**src/rtl/random_pkg.sv**
```systemverilog
// Shared constants and LFSR helper functions for the random code generator.
package random_pkg;

  localparam int MIN_WIDTH = 3;
  localparam int MAX_WIDTH = 8;

  // Maximal-length Fibonacci tap masks, right-aligned in an 8-bit field.
  function automatic logic [7:0] tap_mask(input int w);
    logic [7:0] m;
    case (w)
      3:       m = 8'h06;
      4:       m = 8'h0C;
      5:       m = 8'h14;
      6:       m = 8'h30;
      7:       m = 8'h60;
      8:       m = 8'hB8;
      default: m = 8'h00;
    endcase
    return m;
  endfunction

  // One Fibonacci step: shift left, feed the XOR of the tapped bits into bit 0.
  // Bits above w are cleared so the result is a clean w-bit state.
  function automatic logic [7:0] lfsr_next(input logic [7:0] q, input int w);
    logic [7:0] width_mask;
    logic       fb;
    width_mask = 8'hFF >> (8 - w);
    fb         = ^(q & tap_mask(w));
    return {q[6:0], fb} & width_mask;
  endfunction

endpackage

```
**src/rtl/random_lfsr_core.sv**
```systemverilog
// LFSR state register with synchronous preset and optional all-zero recovery.
// Optional feature macro: RANDOM_LOCKUP_GUARD_EN (all-zero state reloads a nonzero value).
module random_lfsr_core
  import random_pkg::*;
#(
  parameter int WIDTH = 4
) (
  input  logic             clk,
  input  logic             preset,
  input  logic [WIDTH-1:0] seed,
  output logic [WIDTH-1:0] q
);

  logic [WIDTH-1:0] q_r;
  logic [WIDTH-1:0] next_s;
  logic [7:0]       q_ext_s;
  logic [7:0]       shifted_s;
  logic             unused_shift_s;

  // Zero-extend the state into the 8-bit domain the helper functions use.
  always_comb begin
    q_ext_s             = 8'h00;
    q_ext_s[WIDTH-1:0]  = q_r;
  end

  assign shifted_s      = lfsr_next(q_ext_s, WIDTH);
  assign unused_shift_s = ^shifted_s;

  // Select the next state: normal shift, or recovery out of the all-zero state.
  always_comb begin
    next_s = shifted_s[WIDTH-1:0];
`ifdef RANDOM_LOCKUP_GUARD_EN
    if (q_r == '0) begin
      if (seed != '0) begin
        next_s = seed;
      end else begin
        next_s = {{(WIDTH-1){1'b0}}, 1'b1};
      end
    end else begin
      next_s = shifted_s[WIDTH-1:0];
    end
`endif
  end

  // State register: preset loads the seed, otherwise the LFSR advances every edge.
  always_ff @(posedge clk) begin
    if (preset) begin
      q_r <= seed;
    end else begin
      q_r <= next_s;
    end
  end

  assign q = q_r;

endmodule

```
**src/rtl/random_code_gen.sv**
```systemverilog
// Free-running pseudo-random code generator (Fibonacci LFSR, one step per clk).
// Optional feature macro: RANDOM_LOCKUP_GUARD_EN (allows SEED=0, recovers from all-zero).
module random_code_gen
  import random_pkg::*;
#(
  parameter int               WIDTH = 4,
  parameter logic [WIDTH-1:0] SEED  = WIDTH'(1)
) (
  input  logic             clk,
  input  logic             preset,
  output logic [WIDTH-1:0] code
);

  // Reject unsupported widths and an all-zero seed that would lock the LFSR.
  if (WIDTH < MIN_WIDTH || WIDTH > MAX_WIDTH) begin : g_bad_width
    $error("random_code_gen: WIDTH %0d outside %0d..%0d", WIDTH, MIN_WIDTH, MAX_WIDTH);
  end
`ifndef RANDOM_LOCKUP_GUARD_EN
  if (SEED == '0) begin : g_bad_seed
    $error("random_code_gen: SEED must be nonzero without the lockup guard");
  end
`endif

  logic [WIDTH-1:0] q_s;

  random_lfsr_core #(
    .WIDTH (WIDTH)
  ) u_core (
    .clk    (clk),
    .preset (preset),
    .seed   (SEED),
    .q      (q_s)
  );

  // The code is the register state itself, with no logic between flops and port.
  assign code = q_s;

endmodule

```
**config.mk**
```make
export PLATFORM = sky130hd
export DESIGN_NAME = random_code_gen
export DESIGN_NICKNAME = d
export VERILOG_FILES = /design/src/rtl/random_pkg.sv /design/src/rtl/random_lfsr_core.sv /design/src/rtl/random_code_gen.sv
export SDC_FILE = /design/constraint.sdc
export NUM_CORES = 1
export LEC_CHECK = 0
export CORE_AREA = 4 4 41 43
export DETAILED_ROUTE_END_ITERATION = 8
export DIE_AREA = 0 0 45 47
export PLACE_DENSITY_LB_ADDON = 0.3
export SYNTH_ARGS = -nofsm -noshare
export SYNTH_HDL_FRONTEND = slang
export SYNTH_SLANG_ARGS = --single-unit
```
**constraint.sdc**
```tcl
create_clock -name clk -period 0.8 [get_ports clk]
set_input_delay 0.16 -clock clk [delete_from_list [all_inputs] [get_ports clk]]
set_output_delay 0.16 -clock clk [all_outputs]
set_load 0.05 [all_outputs]
```
==> metrics.cfg, run 1 <==
[worst_setup_path]
crit_arrival_ns = 0.71
start_kind = register
cp_max_fo = 2
crit_slowest_cell = dfxtp_4
critPathCaptureType = output pin
r2r-start = u_core.q[2]
critPathTopFamily = flip-flops
crit_buf_inv = 1
cp_cell_sequence = buf_12
crit_required_ns = 0.64
timing.critical_path.from = u_core.q[2]
slowest_delay_ns = 0.34
path_class = reg2out

[final_layout]
fill_cells = 149
largest_reg_flops = 4
area_growth_pct = 101.8
antenna_cells = 0
nNetsFinal = 23
drive_gt1_share_pct = 73.68
fin_area_sq_um = 275.3

[clocking]
clock_latency_ns = 0.23
hold_buffers = 0
cts_made_buffers = 3
cts_tree = done
path_clk_slew_ns = 0.04
clockBufferDepth = 2
cts_root_buf = clkbuf_4
htreeDepth = 1
cts.sinks = 4

[sta]
final_hold_viol_count = 0
max_slew_margin_pct = 92.29
setup_viol = 4
rsz0062_at_grt = true
fin_crit_ns = 0.8750
slew_viol_final = 0
fmax_mhz = 1143
clock_skew_ns = 0.001037
tightestPinTransition_ns = 0.1154
worst_slack_ns = -0.07497
period_share_pct = 109.4

[route]
routedWlPerCell_um = 8.147
dr.first_iter.drc_count = 1
via_per_inst = 2.853
wl_met1_um = 103
firstDrtPassIters = 2
drt_wl_total_um = 277
topRoutingLayerUsed = met3
vias = 97
ant_nets = 0
wl_met2_um = 129
route.met3.wl_um = 43
route.detailed.drc = 0

[floorplanning]
pin_count = 6
start_util_pct = 10.48
num_rows = 13
design.core.area_sq_mm = 0.001301
die_area_sq_mm = 0.002115
die_h_um = 47
die_x_um = 45

[grt]
overflow = 0
grt_pass1_wl_um = 427
grt_pass1_vias = 111
grtUsageTotal_pct = 3.946
grt_max_degree = 5
antenna_found_initial = 0

[hold_path]
min-delay-start = u_core.q[1]
hp-class = reg2reg

[synth]
ys_seq_area_share_pct = 58.72
synthesis.area_sq_um = 136.4
ys_seq_elements = 4
synth_cell_type_count = 5
avgSynthCellArea_sq_um = 11.37
syn_inst = 12
synth_warnings = 0
synth_nets = 14

[run]
maxCapViolations = 0

[power]
ir_drop_v = 0.0003760
p_leak_nw = 0.1112
power_density_mw_per_mm2 = 2156

[place]
portBuffers = 5
place.gp.congestion = 0.6384
dp_slack_ns = -0.09048
placed_area_sq_um = 224.0

[status]
violations = negative setup slack
status = finished, violations left

[cells in the final DEF (no fill, tap or decap)]
master	instances
buf_12	4
dfxtp_4	1
clkbuf_4	3
xnor2_2	1
buf_4	2
clkdlybuf4s50_1	1
nor2b_1	3
dfxtp_2	3
nand2b_1	1
[layer usage]
metal	vias to the layer above	global-route usage, %
met3	0	4.981
met4	0	7.018
li1	49	-
met2	6	4.520
met5	-	0
met1	42	2.041
[layout make-up]
type / instances / area (sq um) / area share (%)
flip-flops and latches: 4 / 87.58 / 31.82
well taps: 15 / 18.77 / 6.818
clock buffers: 3 / 22.52 / 8.182
multi-input cells: 5 / 41.29 / 15.00
repair buffers: 7 / 105.1 / 38.18
[cells by family (layout without fill, tap and decap cells)]
logic type                Yosys count  after routing  synth area share, %
DFF                                 4              4                58.72
and+or+nand+nor                     4              4                18.35
xor gates and xnor gates            1              1                6.423
buffers and inverters               3             10                16.51
[power breakdown]
part | internal [mW] | switching (mW) | leakage, nW
Clock | 0.167 | 0.0733 | 0.0138
Combinational | 0.0668 | 0.0585 | 0.0630
Sequential | 0.214 | 0.0131 | 0.0344
Total | 0.448 | 0.145 | 0.111
[Yosys cell counts]
cell | number | area share, %
nand2b_1 | 1 | 4.6
xnor2_1 | 1 | 6.4
nor2b_1 | 3 | 14
buf_4 | 3 | 17
dfxtp_1 | 4 | 59
[path summary, 6_finish.rpt]
kind	endpoint	slack, ns	cells past startpoint
hold reg to reg	u_core.q[2]	0.49	1
hold / removal	u_core.q[2]	0.49	1
setup / recovery	code[2]	-0.07	1
setup reg to reg	u_core.q[0]	0.03	3
[per-stage QoR]
step	instances	setup TNS (ns)	total power, mW	utilization, %	hold slack, ns
3_3_place_gp	29	-0.2097	0.3432	17.21	0.4954
5_1_grt	34	-0.4099	0.6349	21.15	0.4924
4_1_cts	34	-0.3175	0.6106	21.15	0.4859
2_1_floorplan	12	0	0.2934	-	0.2242
3_5_place_dp	29	-0.2552	0.3452	17.21	0.4993
6_report	34	-0.2695	0.5934	21.15	0.4859
[repair_timing]
action | 4_1_cts | 5_1_grt
setup endpoints to repair | 4 | 5
endpoints found under the hold margin | 0 | 0
gates cloned | 0 | 0
pin swaps | 0 | 1
gates resized for setup | 5 | 0
setup buffers | 2 | 0
(Power assumes the default switching activity.)
==> run 2: changes to the inputs <==
--- a/config.mk
+++ b/config.mk
@@ -8,7 +8,8 @@
 export CORE_AREA = 4 4 41 43
 export DETAILED_ROUTE_END_ITERATION = 8
 export DIE_AREA = 0 0 45 47
-export PLACE_DENSITY_LB_ADDON = 0.3
+export GPL_TIMING_DRIVEN = 0
+export PLACE_DENSITY = 0.32
 export SYNTH_ARGS = -nofsm -noshare
 export SYNTH_HDL_FRONTEND = slang
 export SYNTH_SLANG_ARGS = --single-unit
==> run 2 against run 1 <==
The flow still finishes with violations (negative setup slack). Hold slack worse by 0.011 ns. Flip-flop and latch count did not move. Wire length down 10%. Critical endpoint unchanged. Largest cell class unchanged. Highest routed layer unchanged.
==> metrics.cfg, run 2 (synthesis results as in run 1) <==
[route]
firstDrtPassIters = 1  ; was 2
via_per_inst = 2.886  ; was 2.853
vias = 101  ; was 97
ant_nets = 0  ; unchanged
drt_wl_total_um = 249  ; was 277 um
dr.first_iter.drc_count = 0  ; was 1
route.detailed.drc = 0  ; unchanged
routedWlPerCell_um = 7.114  ; was 8.147 um

[sta]
whs_ns = 0.4750  ; was 0.4859 ns
clock_skew_ns = 0.003881  ; was 0.001037 ns
final_hold_viol_count = 0  ; unchanged
max_slew_margin_pct = 90.87  ; was 92.29%
rsz0062_at_grt = true  ; unchanged
finalSetupTns_ns = -0.3427  ; was -0.2695 ns
fin_crit_ns = 0.9495  ; was 0.8750 ns
fmax_mhz = 1053  ; was 1143 MHz
worst_slack_ns = -0.1495  ; was -0.07497 ns
tightestPinTransition_ns = 0.1366  ; was 0.1154 ns
slew_viol_final = 0  ; unchanged
period_share_pct = 118.7  ; was 109.4%
setup_viol = 4  ; unchanged

[place]
portBuffers = 5  ; unchanged
place.gp.congestion = 0.4987  ; was 0.6384
dp_slack_ns = -0.6095  ; was -0.09048 ns
dp_hpwl_um = 175.8
placed_area_sq_um = 206.4  ; was 224.0 sq um
dp.cells = 32  ; was 29

[clocking]
cts.sinks = 4  ; unchanged
cts_made_buffers = 3  ; unchanged
htreeDepth = 1  ; unchanged
clock_latency_ns = 0.23  ; about the same
clockBufferDepth = 2  ; unchanged
hold_buffers = 0  ; unchanged
cts_tree = done  ; unchanged
cts_root_buf = clkbuf_4  ; unchanged
path_clk_slew_ns = 0.04  ; about the same

[power]
total_power_mw = 0.5875  ; was 0.5934 mW
power_density_mw_per_mm2 = 2225  ; was 2156 mW/mm^2
ir_drop_v = 0.0009920  ; was 0.0003760 V
p_leak_nw = 0.1109  ; was 0.1112 nW

[floorplanning]
design.core.area_sq_mm = 0.001301  ; unchanged
die_h_um = 47  ; unchanged
die_x_um = 45  ; unchanged
num_rows = 13  ; unchanged
start_util_pct = 10.48  ; unchanged
die_area_sq_mm = 0.002115  ; unchanged
pin_count = 6  ; unchanged

[final_layout]
fill_cells = 155  ; was 149
fin_area_sq_um = 264.0  ; was 275.3 sq um
seqCellArea_sq_um = 85.08  ; was 87.58 sq um
antenna_cells = 0  ; unchanged
nNetsFinal = 24  ; was 23
fin_util_pct = 20.29  ; was 21.15%
multi_input_area_sq_um = 41.29  ; unchanged
drive_gt1_share_pct = 75.00  ; was 73.68%
largest_reg_flops = 4  ; unchanged
instances_no_fill = 35  ; was 34
area_growth_pct = 93.58  ; was 101.8%
final_cell_mix = buf_8 (4), dfxtp_2 (4), nor2b_1 (3), clkbuf_4 (3), buf_4 (2)  ; was buf_12 (4), nor2b_1 (3), clkbuf_4 (3), dfxtp_2 (3), buf_4 (2)

[worst_setup_path]
start_kind = register  ; unchanged
crit_required_ns = 0.64  ; about the same
critPathCaptureType = output pin  ; unchanged
rrSetupSlack_ns = 0.03  ; about the same
crit_arrival_ns = 0.79  ; was 0.71 ns
path_class = reg2out  ; unchanged
cp_max_fo = 2  ; unchanged

[status]
violations = negative setup slack  ; unchanged
status = finished, violations left  ; unchanged

[grt]
grt_max_degree = 5  ; unchanged
overflow = 0  ; unchanged
antenna_found_initial = 0  ; unchanged
grt_pass1_vias = 110  ; was 111
grt_pass1_wl_um = 379  ; was 427 um
grtUsageTotal_pct = 3.081  ; was 3.946%

[run]
maxCapViolations = 0  ; unchanged

[hold_path]
hp-class = reg2reg  ; unchanged

-- run 2: changes by cell type in the layout (fill, tap and decap cells not counted), sizes merged --
cell and delta:
buf +1
-- run 2: final cells by class --
cell class,instances,share of cell area [%]
Sequential cell,4,32.23
Multi-Input combinational cell,5,15.64
Clock buffer,3,8.531
Timing Repair Buffer,7,32.23
Buffer,1,4.265
Tap cell,15,7.109
-- run 2: what timing repair did --
action	in CTS	in global routing
setup buffers	2	0
resized for setup	36	1
endpoints found under the setup margin	4	5
gates cloned	0	0
-- run 2: worst paths after layout --
kind	to	cells after the start	from
max	code[2]	2	u_core.q[2]
min	u_core.q[2]	1	u_core.q[1]
min reg2reg	u_core.q[2]	1	u_core.q[1]
max reg2reg	u_core.q[0]	3	u_core.q[2]
-- run 2: per-layer routing --
layer | global-route usage, % | vias up | share of wire [%]
met3 | 4.598 | 0 | 16
met2 | 3.955 | 7 | 46
li1 | - | 50 | -
met1 | 2.273 | 44 | 38
met4 | 1.754 | 0 | 0
met5 | 0 | - | 0
-- run 2: worst max-delay path, cell delays in order (launching register included) --
cell     delay [ns]
dfxtp_2        0.31
buf_6          0.11
buf_8          0.14
-- run 2: power breakdown --
| group | leakage, nW | total (mW) | switching, mW | internal [mW] |
|---|---|---|---|---|
| logic | 0.0630 | 0.118 | 0.0600 | 0.0580 |
| clock network | 0.0138 | 0.244 | 0.0764 | 0.167 |
| registers | 0.0341 | 0.226 | 0.00963 | 0.216 |
| total | 0.111 | 0.588 | 0.146 | 0.441 |
